File: src/rtl/stopwatch_display_if.sv
// Stopwatch digit inputs and multiplexed 7-segment display outputs.
// master drives the digits and controls; slave is the display block.
interface stopwatch_display_if;
  logic [3:0] minute;
  logic [3:0] tenSecond;
  logic [3:0] oneSecond;
  logic [3:0] tenthSecond;
  logic       lap;
  logic       blank;
  logic [6:0] seg;
  logic       dp;
  logic [3:0] an;
  logic       frozen;

  modport master (
    output minute, tenSecond, oneSecond, tenthSecond, lap, blank,
    input  seg, dp, an, frozen
  );

  modport slave (
    input  minute, tenSecond, oneSecond, tenthSecond, lap, blank,
    output seg, dp, an, frozen
  );
endinterface

File: src/rtl/stopwatch_display.sv
// Four-digit multiplexed M.SS.T display with lap freeze; input-to-seg latency 2 cycles.
// No backpressure: the scan free-runs and inputs are sampled every cycle while live.
module stopwatch_display #(
  parameter int unsigned REFRESH_DIV = 50000
) (
  input  logic                clk,
  input  logic                reset,
  stopwatch_display_if.slave  bus
);

  localparam int unsigned CW = $clog2(REFRESH_DIV);
  localparam logic [CW-1:0] TERM = CW'(REFRESH_DIV - 1);

  typedef enum logic {
    LIVE   = 1'b0,
    FROZEN = 1'b1
  } state_t;

  state_t        state;
  state_t        state_d;
  logic [CW-1:0] cnt;
  logic [1:0]    idx;
  logic [15:0]   snap;
  logic          lap_prev;
  logic          lap_edge;
  logic          term;
  logic [3:0]    digit;

  logic [6:0]    seg_q;
  logic          dp_q;
  logic [3:0]    an_q;
  logic          frozen_q;

  function automatic logic [6:0] seg_decode(input logic [3:0] d);
    logic [6:0] s;
    case (d)
      4'd0:    s = 7'b1000000;
      4'd1:    s = 7'b1111001;
      4'd2:    s = 7'b0100100;
      4'd3:    s = 7'b0110000;
      4'd4:    s = 7'b0011001;
      4'd5:    s = 7'b0010010;
      4'd6:    s = 7'b0000010;
      4'd7:    s = 7'b1111000;
      4'd8:    s = 7'b0000000;
      4'd9:    s = 7'b0010000;
      default: s = 7'b0111111;
    endcase
    return s;
  endfunction

  assign lap_edge = bus.lap & ~lap_prev;
  assign term     = (cnt == TERM);

  always_comb begin
    state_d = state;
    if (lap_edge) begin
      state_d = (state == LIVE) ? FROZEN : LIVE;
    end
  end

  // idx 0 is the rightmost (tenths) digit, the low nibble of the snapshot.
  always_comb begin
    digit = 4'd0;
    case (idx)
      2'd0: digit = snap[3:0];
      2'd1: digit = snap[7:4];
      2'd2: digit = snap[11:8];
      2'd3: digit = snap[15:12];
      default: digit = 4'd0;
    endcase
  end

  always_ff @(posedge clk) begin
    if (reset) begin
      cnt      <= '0;
      idx      <= 2'd0;
      state    <= LIVE;
      snap     <= 16'h0000;
      lap_prev <= 1'b1;
      seg_q    <= 7'b1111111;
      dp_q     <= 1'b1;
      an_q     <= 4'b1111;
      frozen_q <= 1'b0;
    end else begin
      lap_prev <= bus.lap;

      if (term) begin
        cnt <= '0;
        idx <= idx + 2'd1;
      end else begin
        cnt <= cnt + 1'b1;
      end

      // The freezing edge itself still loads, so the frozen value is the one present at the lap press.
      if (state == LIVE) begin
        snap <= {bus.minute, bus.tenSecond, bus.oneSecond, bus.tenthSecond};
      end

      state    <= state_d;
      frozen_q <= (state_d == FROZEN);

      if (bus.blank) begin
        seg_q <= 7'b1111111;
        dp_q  <= 1'b1;
        an_q  <= 4'b1111;
      end else begin
        seg_q <= seg_decode(digit);
        dp_q  <= ~(idx[0]);
        an_q  <= ~(4'b0001 << idx);
      end
    end
  end

  assign bus.seg    = seg_q;
  assign bus.dp     = dp_q;
  assign bus.an     = an_q;
  assign bus.frozen = frozen_q;

endmodule

File: src/flat_wrapper.sv
// flat-port wrapper written by rule: the top's interface ports become plain ports
module stopwatch_display_flat 
#(
  parameter int unsigned REFRESH_DIV = 50000
)
  (clk, reset, bus_minute, bus_tenSecond, bus_oneSecond, bus_tenthSecond, bus_lap, bus_blank, bus_seg, bus_dp, bus_an, bus_frozen);
  stopwatch_display_if bus_i ();
  input  logic clk;
  input  logic reset;
  input wire logic [$bits(bus_i.minute)-1:0] bus_minute;
  input wire logic [$bits(bus_i.tenSecond)-1:0] bus_tenSecond;
  input wire logic [$bits(bus_i.oneSecond)-1:0] bus_oneSecond;
  input wire logic [$bits(bus_i.tenthSecond)-1:0] bus_tenthSecond;
  input wire logic [$bits(bus_i.lap)-1:0] bus_lap;
  input wire logic [$bits(bus_i.blank)-1:0] bus_blank;
  output wire logic [$bits(bus_i.seg)-1:0] bus_seg;
  output wire logic [$bits(bus_i.dp)-1:0] bus_dp;
  output wire logic [$bits(bus_i.an)-1:0] bus_an;
  output wire logic [$bits(bus_i.frozen)-1:0] bus_frozen;
  assign bus_i.minute = bus_minute;
  assign bus_i.tenSecond = bus_tenSecond;
  assign bus_i.oneSecond = bus_oneSecond;
  assign bus_i.tenthSecond = bus_tenthSecond;
  assign bus_i.lap = bus_lap;
  assign bus_i.blank = bus_blank;
  assign bus_seg = bus_i.seg;
  assign bus_dp = bus_i.dp;
  assign bus_an = bus_i.an;
  assign bus_frozen = bus_i.frozen;
  stopwatch_display #(.REFRESH_DIV(REFRESH_DIV)) u_core (.clk(clk), .reset(reset), .bus(bus_i));
endmodule
File: config.mk
export PLATFORM = sky130hd
export DESIGN_NAME = stopwatch_display_flat
export DESIGN_NICKNAME = d
export VERILOG_FILES = /design/src/rtl/stopwatch_display_if.sv /design/src/rtl/stopwatch_display.sv /design/src/flat_wrapper.sv
export SDC_FILE = /design/constraint.sdc
export NUM_CORES = 1
export LEC_CHECK = 0
export ABC_AREA = 1
export CAP_MARGIN = 20
export CORE_MARGIN = 8
export CORE_UTILIZATION = 53
export CTS_CLUSTER_SIZE = 40
export DETAILED_ROUTE_END_ITERATION = 16
export GPL_ROUTABILITY_DRIVEN = 1
export GPL_TIMING_DRIVEN = 0
export PLACE_DENSITY = 0.8
export SLEW_MARGIN = 20
export SYNTH_ARGS = -nofsm -noshare
export SYNTH_HDL_FRONTEND = slang
export SYNTH_SLANG_ARGS = --single-unit
File: constraint.sdc
create_clock -name clk -period 2.25 [get_ports clk]
set_clock_uncertainty 0.1 [all_clocks]
set_input_delay 0.225 -clock clk [delete_from_list [all_inputs] [get_ports clk]]
set_output_delay 0.225 -clock clk [all_outputs]
set_load 0.01 [all_outputs]
==> results.py <==
metrics = {
    "outcome": {
        "status": "complete, no violations",
    },
    "clock_tree": {
        "postCtsSetupBuffers": 0,
        "cts_resized": 0,
        "root_buffer": "clkbuf_8",
        "cts_hold_buf": 0,
        "cts_tree": "done",
        "clk_pin_slew_worst_paths_ps": 80,
        "clkLatencyLatePin_ps": 300,
        "cts_num_sinks": 48,
        "clk_path_buf_depth": 2,
        "cts-htree-levels": 2,
        "cts_buffers": 5,
    },
    "route": {
        "wl_met3_microns": 241,
        "finalWirelength_microns": 4397,
        "drtIter0Drc": 79,
        "detail-route-antenna-nets": 0,
        "drc": 0,
        "routedWlPerCell_microns": 11.36,
        "met1_length_microns": 1800,
        "vias": 1926,
        "wl_met2_microns": 2277,
        "post_drt_via_cell_ratio": 4.977,
        "first_pass_iters": 4,
        "highest_layer": "met4",
    },
    "synthesis": {
        "synth_compound_area_frac": 0.09371,
        "yosysWarnings": 0,
        "synth_nets": 326,
        "synth_top_family_by_area": "simple AND/OR/NAND/NOR gates",
        "synth_area_leaders": "dfxtp_1, nand2_1, nor2_1",
        "yosys.area.top_type_share": 0.4470,
        "synth.distinct_cells": 28,
        "synthXorXnorAreaFrac": 0.008149,
        "syn_inst": 297,
        "syn_area_sq_um": 2150,
        "ys_ff_latch": 48,
        "synthAdderAreaFrac": 0.05239,
        "synthMuxAreaShare": 0,
        "yosys.area.top_type": "dfxtp_1",
        "synth_simple_gate_area_frac": 0.3411,
        "ys_seq_area_frac": 0.4470,
        "syn_avg_cell_area_sq_um": 7.238,
    },
    "placed_design": {
        "placedCellCount": 379,
        "gp_congestion": 0.8889,
        "port_buffers": 32,
        "dpl.hpwl_microns": 3404,
    },
    "critical_path": {
        "cp_max_fo": 5,
        "worstPathRequired_ps": 2320,
        "start_kind": "register",
        "endpoint_kind": "register",
        "crit_arrival_ps": 2080,
        "crit_type": "register to register",
        "rrSetupSlack_ps": 240,
    },
    "global_routing": {
        "grt_max_degree": 15,
        "first_global_vias": 1846,
        "globalRouteOverflowTotal": 0,
        "track_usage": 0.1492,
        "antenna_found_initial": 0,
        "grt_pass1_wl_microns": 7527,
    },
    "finish": {
        "num-fill-cells": 362,
        "num_antenna_cells": 0,
        "layout-drive-gt1-share": 0.08605,
        "synthToLayoutAreaGrowth_pct": 22.99,
        "layoutNonFillerInstCount": 387,
        "nNetsFinal": 365,
        "final_core_util": 0.6706,
    },
    "die": {
        "pin_count": 33,
        "die-area_sq_um": 6350,
        "start_util": 0.5452,
        "die_y_microns": 79.69,
        "fp.dieW_microns": 79.69,
        "coreArea_sq_um": 3943,
        "rows": 23,
    },
    "sta": {
        "relSlewSlack": 0.6927,
        "fmax_ghz": 0.4975,
        "timing.final.crit_period_ps": 2010,
        "finalMaxSlewViolations": 0,
        "setup_viol": 0,
        "rsz0062_at_grt": "no",
        "worstMarginPinSlew_ps": 459.3,
        "hold_viol_final": 0,
        "setup_tns_ps": 0,
        "whs_ps": 347.9,
        "period_share": 0.8933,
    },
    "min_path": {
        "min_path_type": "register to register",
    },
    "power_and_ir_drop": {
        "p_leak_uw": 0.001053,
        "peakVddDrop_uv": 472.6,
        "p_per_area_nw_per_um2": 635.9,
    },
    "flow_run": {
        "cap_violations": 0,
    },
}
layout make-up:
cell class,count,area [sq um],area share
Sequential cell,48,960.9,0.3635
Multi-Input combinational cell,218,1069,0.4042
Clock buffer,6,72.57,0.02745
Timing Repair Buffer,32,320.3,0.1212
Tap cell,50,62.56,0.02366
Buffer,4,22.52,0.008519
Clock inverter,2,35.03,0.01325
Inverter,27,101.3,0.03833
metal layers:
metal | global-route usage | up-vias
met3 | 0.05518 | 10
met1 | 0.1385 | 859
met5 | 0 | -
li1 | - | 1022
met2 | 0.2828 | 35
met4 | 0.06296 | 0
placed cells by master, fill, tap and decap left out, types with 4 or more instances in the layout:
cell type        instances
o21ai_0                  9
clkdlybuf4s50_1         32
nand3_1                 19
dfxtp_1                 48
o21ai_1                 10
nand2_1                 71
nand4_1                  6
inv_2                    9
nor3_1                   5
ha_1                     9
a21oi_1                 12
clkbuf_8                 5
nor2_1                  60
inv_1                   17
clkbuf_1                 4
through the flow:
step	area, sq um	power (uW)	setup slack [ps]
finish	2644	1681	240.0
global route	2644	1764	102.7
CTS	2640	1702	231.3
detailed placement	2532	1100	247.5
global placement	2532	1095	288.4
floorplan	2150	1019	510.7
worst paths after layout:
check	startpoint	endpoint	cells after the start
max	u_core.idx[0]$_SDFFE_PP0N_	u_core.bus.seg[4]$_SDFF_PP1_	10
min	u_core.cnt[0]$_SDFF_PP0_	u_core.cnt[0]$_SDFF_PP0_	1
max reg2reg	u_core.idx[0]$_SDFFE_PP0N_	u_core.bus.seg[4]$_SDFF_PP1_	10
min reg2reg	u_core.cnt[0]$_SDFF_PP0_	u_core.cnt[0]$_SDFF_PP0_	1
critical path: stages, from the launching register on:
cell and delay (ps):
dfxtp_1 360, inv_1 140, ha_1 300, nand2_1 90, nand2_1 120, nor2_1 50
nor2_1 240, ha_1 230, nand3_1 90, nand3_1 90, nand3_1 80
flip-flops by register name, summed over array words and instances, names as in the netlist:
| signal | flops |
|---|---|
| u_core.bus.seg | 7 |
| u_core.cnt | 16 |
| u_core.bus.an | 4 |
| u_core.idx | 2 |
| u_core.state | 1 |
| u_core.lap_prev | 1 |
| u_core.snap | 16 |
| u_core.bus.dp | 1 |
power by group:
| part | internal (uW) | total, uW | switching (uW) |
|---|---|---|---|
| clock | 330 | 602 | 273 |
| sequential | 887 | 906 | 18.6 |
| combinational | 87.6 | 173 | 85.2 |
kinds of logic (layout without fill, tap and decap cells):
family          count (synthesis)  count (layout)
simple gates                  172             172
flops                          48              48
compound gates                 35              35
buf+inv                        31              71
fa+ha+maj                       9               9
xor+xnor                        2               2
synthesized netlist by cell type:
master and count:
nand2_1 71, nor2_1 60, dfxtp_1 48, nand3_1 19
inv_1 17, a21oi_1 12, o21ai_1 10, ha_1 9
inv_2 9, o21ai_0 9, nand4_1 6, nor3_1 5
clkbuf_1 3, nand2_2 2, nor2_2 2, nor2_4 2
xor2_1 2, a21boi_2 1, and2_0 1, buf_6 1
clkinv_1 1, nand2_4 1, o21ai_4 1, o21bai_1 1
o21bai_2 1, or2_0 1, or2_1 1, or2_2 1
Note: power is estimated with default switching activity, not from simulation.
